$ cat src/rtl/div_rem_sequencer.sv
// div_rem_sequencer: multi-cycle RV32M divide/remainder unit (DIV, DIVU, REM, REMU).
// Restoring division, one quotient bit per cycle. Divide-by-zero and signed
// overflow resolve at accept time and skip the iteration entirely.
// Handshake: a request is taken on a rising edge where iStart=1, iFlush=0, the
//   unit is IDLE or DONE and the code is a divide/remainder op; oDone is a
//   one-cycle registered pulse marking oResult valid; oBusy is high while the
//   iteration or sign fix-up is running and the pipeline must stall.
// oDbgState exposes the FSM state (0 IDLE, 1 CALC, 2 FIXUP, 3 DONE).
module div_rem_sequencer #(
  parameter int WIDTH = 32
) (
  input  logic             iCLK,
  input  logic             iRST,
  input  logic             iStart,
  input  logic             iFlush,
  input  logic [4:0]       iControlSignal,
  input  logic [WIDTH-1:0] iA,
  input  logic [WIDTH-1:0] iB,
  output logic             oBusy,
  output logic             oDone,
  output logic [WIDTH-1:0] oResult,
  output logic [1:0]       oDbgState
);

  // ALU control codes for the M-extension divide group
  localparam logic [4:0] OPDIV  = 5'b01100;
  localparam logic [4:0] OPDIVU = 5'b01101;
  localparam logic [4:0] OPREM  = 5'b01110;
  localparam logic [4:0] OPREMU = 5'b01111;

  localparam int CNT_W = $clog2(WIDTH);

  typedef enum logic [1:0] {
    S_IDLE  = 2'd0,
    S_CALC  = 2'd1,
    S_FIXUP = 2'd2,
    S_DONE  = 2'd3
  } state_t;

  state_t r_state;
  state_t w_state_next;

  logic [WIDTH-1:0] r_rem;      // partial remainder; always < |B| between iterations
  logic [WIDTH-1:0] r_quo;      // dividend bits shift out, quotient bits shift in
  logic [WIDTH-1:0] r_div;      // divisor magnitude
  logic [CNT_W-1:0] r_cnt;
  logic             r_is_rem;
  logic             r_q_neg;
  logic             r_r_neg;
  logic             r_done;
  logic [WIDTH-1:0] r_result;

  logic             w_op_valid;
  logic             w_is_signed;
  logic             w_is_rem;
  logic             w_accept;
  logic             w_div_zero;
  logic             w_overflow;
  logic             w_fast;
  logic             w_a_neg;
  logic             w_b_neg;
  logic [WIDTH-1:0] w_a_mag;
  logic [WIDTH-1:0] w_b_mag;
  logic [WIDTH-1:0] w_fast_result;
  logic [WIDTH:0]   w_shift_rem;
  logic [WIDTH:0]   w_diff;
  logic [WIDTH-1:0] w_q_fix;
  logic [WIDTH-1:0] w_r_fix;

  // Decode the request and precompute operand magnitudes and fast-path result
  always_comb begin
    w_op_valid  = (iControlSignal == OPDIV) || (iControlSignal == OPDIVU) ||
                  (iControlSignal == OPREM) || (iControlSignal == OPREMU);
    w_is_signed = (iControlSignal == OPDIV) || (iControlSignal == OPREM);
    w_is_rem    = (iControlSignal == OPREM) || (iControlSignal == OPREMU);
    w_accept    = iStart && !iFlush && w_op_valid &&
                  ((r_state == S_IDLE) || (r_state == S_DONE));
    w_div_zero  = (iB == '0);
    w_overflow  = w_is_signed && (iA == {1'b1, {(WIDTH-1){1'b0}}}) && (iB == '1);
    w_fast      = w_div_zero || w_overflow;
    w_a_neg     = w_is_signed && iA[WIDTH-1];
    w_b_neg     = w_is_signed && iB[WIDTH-1];
    w_a_mag     = w_a_neg ? -iA : iA;
    w_b_mag     = w_b_neg ? -iB : iB;
    if (w_div_zero) begin
      w_fast_result = w_is_rem ? iA : '1;
    end else begin
      w_fast_result = w_is_rem ? '0 : iA;
    end
  end

  // One restoring step: the sign bit of the WIDTH+1 bit difference decides restore
  always_comb begin
    w_shift_rem = {r_rem, r_quo[WIDTH-1]};
    w_diff      = w_shift_rem - {1'b0, r_div};
    w_q_fix     = r_q_neg ? -r_quo : r_quo;
    w_r_fix     = r_r_neg ? -r_rem : r_rem;
  end

  // State register
  always_ff @(posedge iCLK) begin
    if (iRST) begin
      r_state <= S_IDLE;
    end else begin
      r_state <= w_state_next;
    end
  end

  // Next-state logic; flush overrides every transition
  always_comb begin
    w_state_next = r_state;
    case (r_state)
      S_IDLE: begin
        if (w_accept) w_state_next = w_fast ? S_DONE : S_CALC;
      end
      S_CALC: begin
        if (r_cnt == '0) w_state_next = S_FIXUP;
      end
      S_FIXUP: begin
        w_state_next = S_DONE;
      end
      S_DONE: begin
        if (w_accept) w_state_next = w_fast ? S_DONE : S_CALC;
        else          w_state_next = S_IDLE;
      end
      default: w_state_next = S_IDLE;
    endcase
    if (iFlush) w_state_next = S_IDLE;
  end

  // Datapath: latch on accept, iterate in CALC, sign-correct and publish in FIXUP
  always_ff @(posedge iCLK) begin
    if (iRST) begin
      r_rem    <= '0;
      r_quo    <= '0;
      r_div    <= '0;
      r_cnt    <= '0;
      r_is_rem <= 1'b0;
      r_q_neg  <= 1'b0;
      r_r_neg  <= 1'b0;
      r_done   <= 1'b0;
      r_result <= '0;
    end else begin
      r_done <= (w_state_next == S_DONE);
      if (w_accept) begin
        r_is_rem <= w_is_rem;
        r_q_neg  <= w_a_neg ^ w_b_neg;
        r_r_neg  <= w_a_neg;
        r_div    <= w_b_mag;
        r_rem    <= '0;
        r_quo    <= w_a_mag;
        r_cnt    <= CNT_W'(WIDTH - 1);
        if (w_fast) r_result <= w_fast_result;
      end else if (r_state == S_CALC) begin
        if (!w_diff[WIDTH]) begin
          r_rem <= w_diff[WIDTH-1:0];
          r_quo <= {r_quo[WIDTH-2:0], 1'b1};
        end else begin
          r_rem <= w_shift_rem[WIDTH-1:0];
          r_quo <= {r_quo[WIDTH-2:0], 1'b0};
        end
        if (r_cnt != '0) r_cnt <= r_cnt - 1'b1;
      end else if ((r_state == S_FIXUP) && !iFlush) begin
        r_result <= r_is_rem ? w_r_fix : w_q_fix;
      end
    end
  end

  // Outputs
  always_comb begin
    oBusy     = (r_state == S_CALC) || (r_state == S_FIXUP);
    oDone     = r_done;
    oResult   = r_result;
    oDbgState = r_state;
  end

endmodule
$ cat config.mk
export PLATFORM = sky130hd
export DESIGN_NAME = div_rem_sequencer
export DESIGN_NICKNAME = d
export VERILOG_FILES = /design/src/rtl/div_rem_sequencer.sv
export SDC_FILE = /design/constraint.sdc
export NUM_CORES = 1
export LEC_CHECK = 0
export ABC_AREA = 1
export BUFFER_PORTS_ARGS = -buffer_cell sky130_fd_sc_hd__buf_2
export CORE_MARGIN = 2
export CORE_UTILIZATION = 50
export CTS_CLUSTER_DIAMETER = 120
export DETAILED_ROUTE_END_ITERATION = 16
export PLACE_DENSITY = 0.71
export SYNTH_ARGS = -nofsm -noshare
export SYNTH_HDL_FRONTEND = slang
export SYNTH_SLANG_ARGS = --single-unit
$ cat constraint.sdc
create_clock -name iCLK -period 2.1 [get_ports iCLK]
set_clock_uncertainty 0.1 [all_clocks]
set_input_delay 0.105 -clock iCLK [delete_from_list [all_inputs] [get_ports iCLK]]
set_output_delay 0.105 -clock iCLK [all_outputs]
set_load 0.05 [all_outputs]
==> impl_results.md <==
- CTS Buf Count: 17
- Area leader, netlist: dfxtp_1
- Largest family of logic cells by synthesized area: simple AND/OR/NAND/NOR gates
- Synth cell count leaders: 689 x nand2_1, 328 x inv_1, 249 x nor2_1
- Overall Power: 12.1 mW
- Mapped Avg Cell Area: 5.65 um2
- Failing checks: negative setup slack
- Final worst setup slack: -0.350 ns
- DP HPWL: 43500 um
- Dpl cells: 3040
- Area Overhead vs Synth: 41.5%
- Setup CP Type: reg2reg
- Row count: 59
- Worst vdd ir: 0.706 mV
- Register area share after synthesis: 20.7%
- Hold WC Path Type: in2reg
- Clock transition at path regs: 0.07 ns
- Period Utilization, post-route: 117%
- First-pass iteration count of the detailed router: 6
- # clock sinks: 139
- Hold Path Cell Cnt: 3
- Multiplexer share of the synthesized area: 0%
- Core Box Area: 26200 um2
- XOR/XNOR Fraction of Synth Area: 1.30%
- Achievable Freq: 0.408 GHz
- Die Width: 168 um
- Vias after detailed routing: 18019
- Status: finished, violations left
- Syn Nets: 2494
- First-pass GRT wire length: 86300 um
- Slew @ Worst Pin: 0.690 ns
- Synthesized area: 13400 um2
- Clock root cell: clkbuf_16
- Htree depth: 4
- Leak: 9.48 nW
- Vias in the first global route: 16257
- Max FO, Critical Path: 8
- Max Cap Violations: 0
- Antenna viol nets, final: 0
- Synth top area cells: dfxtp_1 21%, nand2_1 19%, inv_1 9.2%
- Post-synth EDFFs: 0
- R2r setup slk: -0.35 ns
- GRT Total Usage: 38.9%
- Iteration-0 DRC Markers: 2212
- Ant. Diodes: 0
- Max Slew Vio Count: 0
- Wire per inst: 18.5 um
- Overflow after GRT: 0
- Synth warn: 0
- Residual DRC: 0
- Adder-Cell Fraction of Synth Area: 4.32%
- Share of layout cells above drive strength 1: 28.2%
- Vias per cell: 5.72
- Die Area: 28200 um2
- Compound-gate portion of the synthesized area: 16.5%
- Final Non-Filler Cells: 3148
- Finished Core Util: 72.5%
- PortBufs: 108
- Worst setup EP type: flop
- I/O pins: 109
- Simple-Gate Fraction of Synth Area: 44.0%
- Reg2Reg Depth: 17
- Clk Latency, worst-skew pair: 0.44 ns
- Clock Path Buffers: 2
- Die Ht: 168 um
- Final layout net count: 2918
- Routed wire length: 58400 um
- Hold Violations, Final: 0
- Cells after Synth: 2376
- Count leader, synth: nand2_1
- Post-layout min period: 2.45 ns
- Asr flop ratio synth: 0%
- Post-synth top flop: dfxtp_1
- Setup WS pre-CTS: -0.228 ns
- #FFs+latches synth: 139
- # setup viols final: 37
- Slew headroom: 53.8%
- Initial antenna violation count: 1
- Starting Density: 51.3%
- RSZ-0062 raised after global routing: true
- Routability Congestion: 1.02
- CTS tree: done
- Largest net degree at the start of global routing: 62
- CP Launch Type: flop
- Worst EP arrival: 2.71 ns
- Post-synth top area share: 20.7%
- CP required: 2.36 ns
- PD cells: 634 nW/um2
- Yosys cell types: 58
stage by stage:
| stage | hold WS [ns] | setup TNS [ns] | area (um2) |
|---|---|---|---|
| 2_1_floorplan | 0.144 | -1.09 | 13500 |
| 3_3_place_gp | 0.299 | -7.45 | 16400 |
| 3_5_place_dp | 0.308 | -10.09 | 16400 |
| 4_1_cts | 0.000827 | -6.10 | 18000 |
| 5_1_grt | 0.0145 | -14.70 | 19000 |
| 6_report | 0.00711 | -9.72 | 19000 |
registers in the layout (all words and copies together), names as in the netlist:
signal,flops
oDbgState,2
oDone,1
oResult,32
r_cnt,5
r_div,32
r_is_rem,1
r_q_neg,1
r_quo,32
r_r_neg,1
r_rem,32
final cells by class:
cell class	instances	area, um2
clock buffer	19	453
multi-input combinational	1800	9950
clock inverter	13	163
sequential	139	2790
timing repair buffer	483	3830
fill	2211	7200
tap	335	419
inverter	358	1380
timing repair inverter	1	7.51
where the power goes:
group / internal [mW] / switching [mW]
combinational: 2.29 / 3.69
sequential: 2.70 / 0.0582
clock: 1.94 / 1.37
per-layer routing:
metal  vias to the layer above  GRT usage, %  part of all wire, %
met2                      1073          58.4                   42
met5                         -             0                0.015
met3                       184          9.14                   12
li1                       8542             -                    -
met4                         2          12.4                  4.1
met1                      8218          55.1                   42
cell families after synthesis:
| group | after synthesis |
|---|---|
| buffers and inverters | 441 |
| and+or+nand+nor | 1349 |
| xor gates and xnor gates | 20 |
| DFF | 139 |
| AOI/OAI and AO/OA | 381 |
| adders and majority gates | 46 |
path summary, 6_finish.rpt:
check,start,to
hold / removal,iA[10],r_quo[10]
setup reg to reg,r_quo[31],r_rem[16]
setup / recovery,r_quo[31],r_rem[16]
hold reg to reg,r_cnt[0],r_cnt[0]
timing repair:
item	4_1_cts	5_1_grt
gates resized for setup	68	196
hold buffers	36	1
hold endpoints to repair	38	2
pin swaps	23	64
cloned	4	9
buffers inserted	11	20
setup endpoints to repair	71	90
critical path, stage by stage, from the launching register on:
cell	delay, ns
dfxtp_2	0.33
inv_2	0.05
ha_4	0.15
fa_2	0.36
inv_2	0.07
nand2_2	0.05
nand2_2	0.09
nand3_2	0.08
nand2_2	0.10
nand2_2	0.08
nand2_4	0.10
nand2_8	0.07
nand3_4	0.11
buf_12	0.16
nand2_8	0.10
nand2_1	0.11
nand3_1	0.11
a21oi_1	0.14
placed cells by master (no fill, tap or decap), drive strengths merged, types with 9 or more instances in the layout:
cell type,netlist,routed
nand2,717,721
buf,49,442
inv,354,359
nor2,269,269
nand3,254,254
a21oi,144,144
o21ai,140,140
dfxtp,139,139
nor3,48,48
ha,44,44
o22ai,39,39
dlygate4sd3,0,35
nand4,29,29
clkbuf,34,24
o211ai,18,18
xnor2,13,13
or2,11,11
o21bai,9,9
nand3b,9,9
clkinv,4,9
Power figures use the tool's default switching activity.
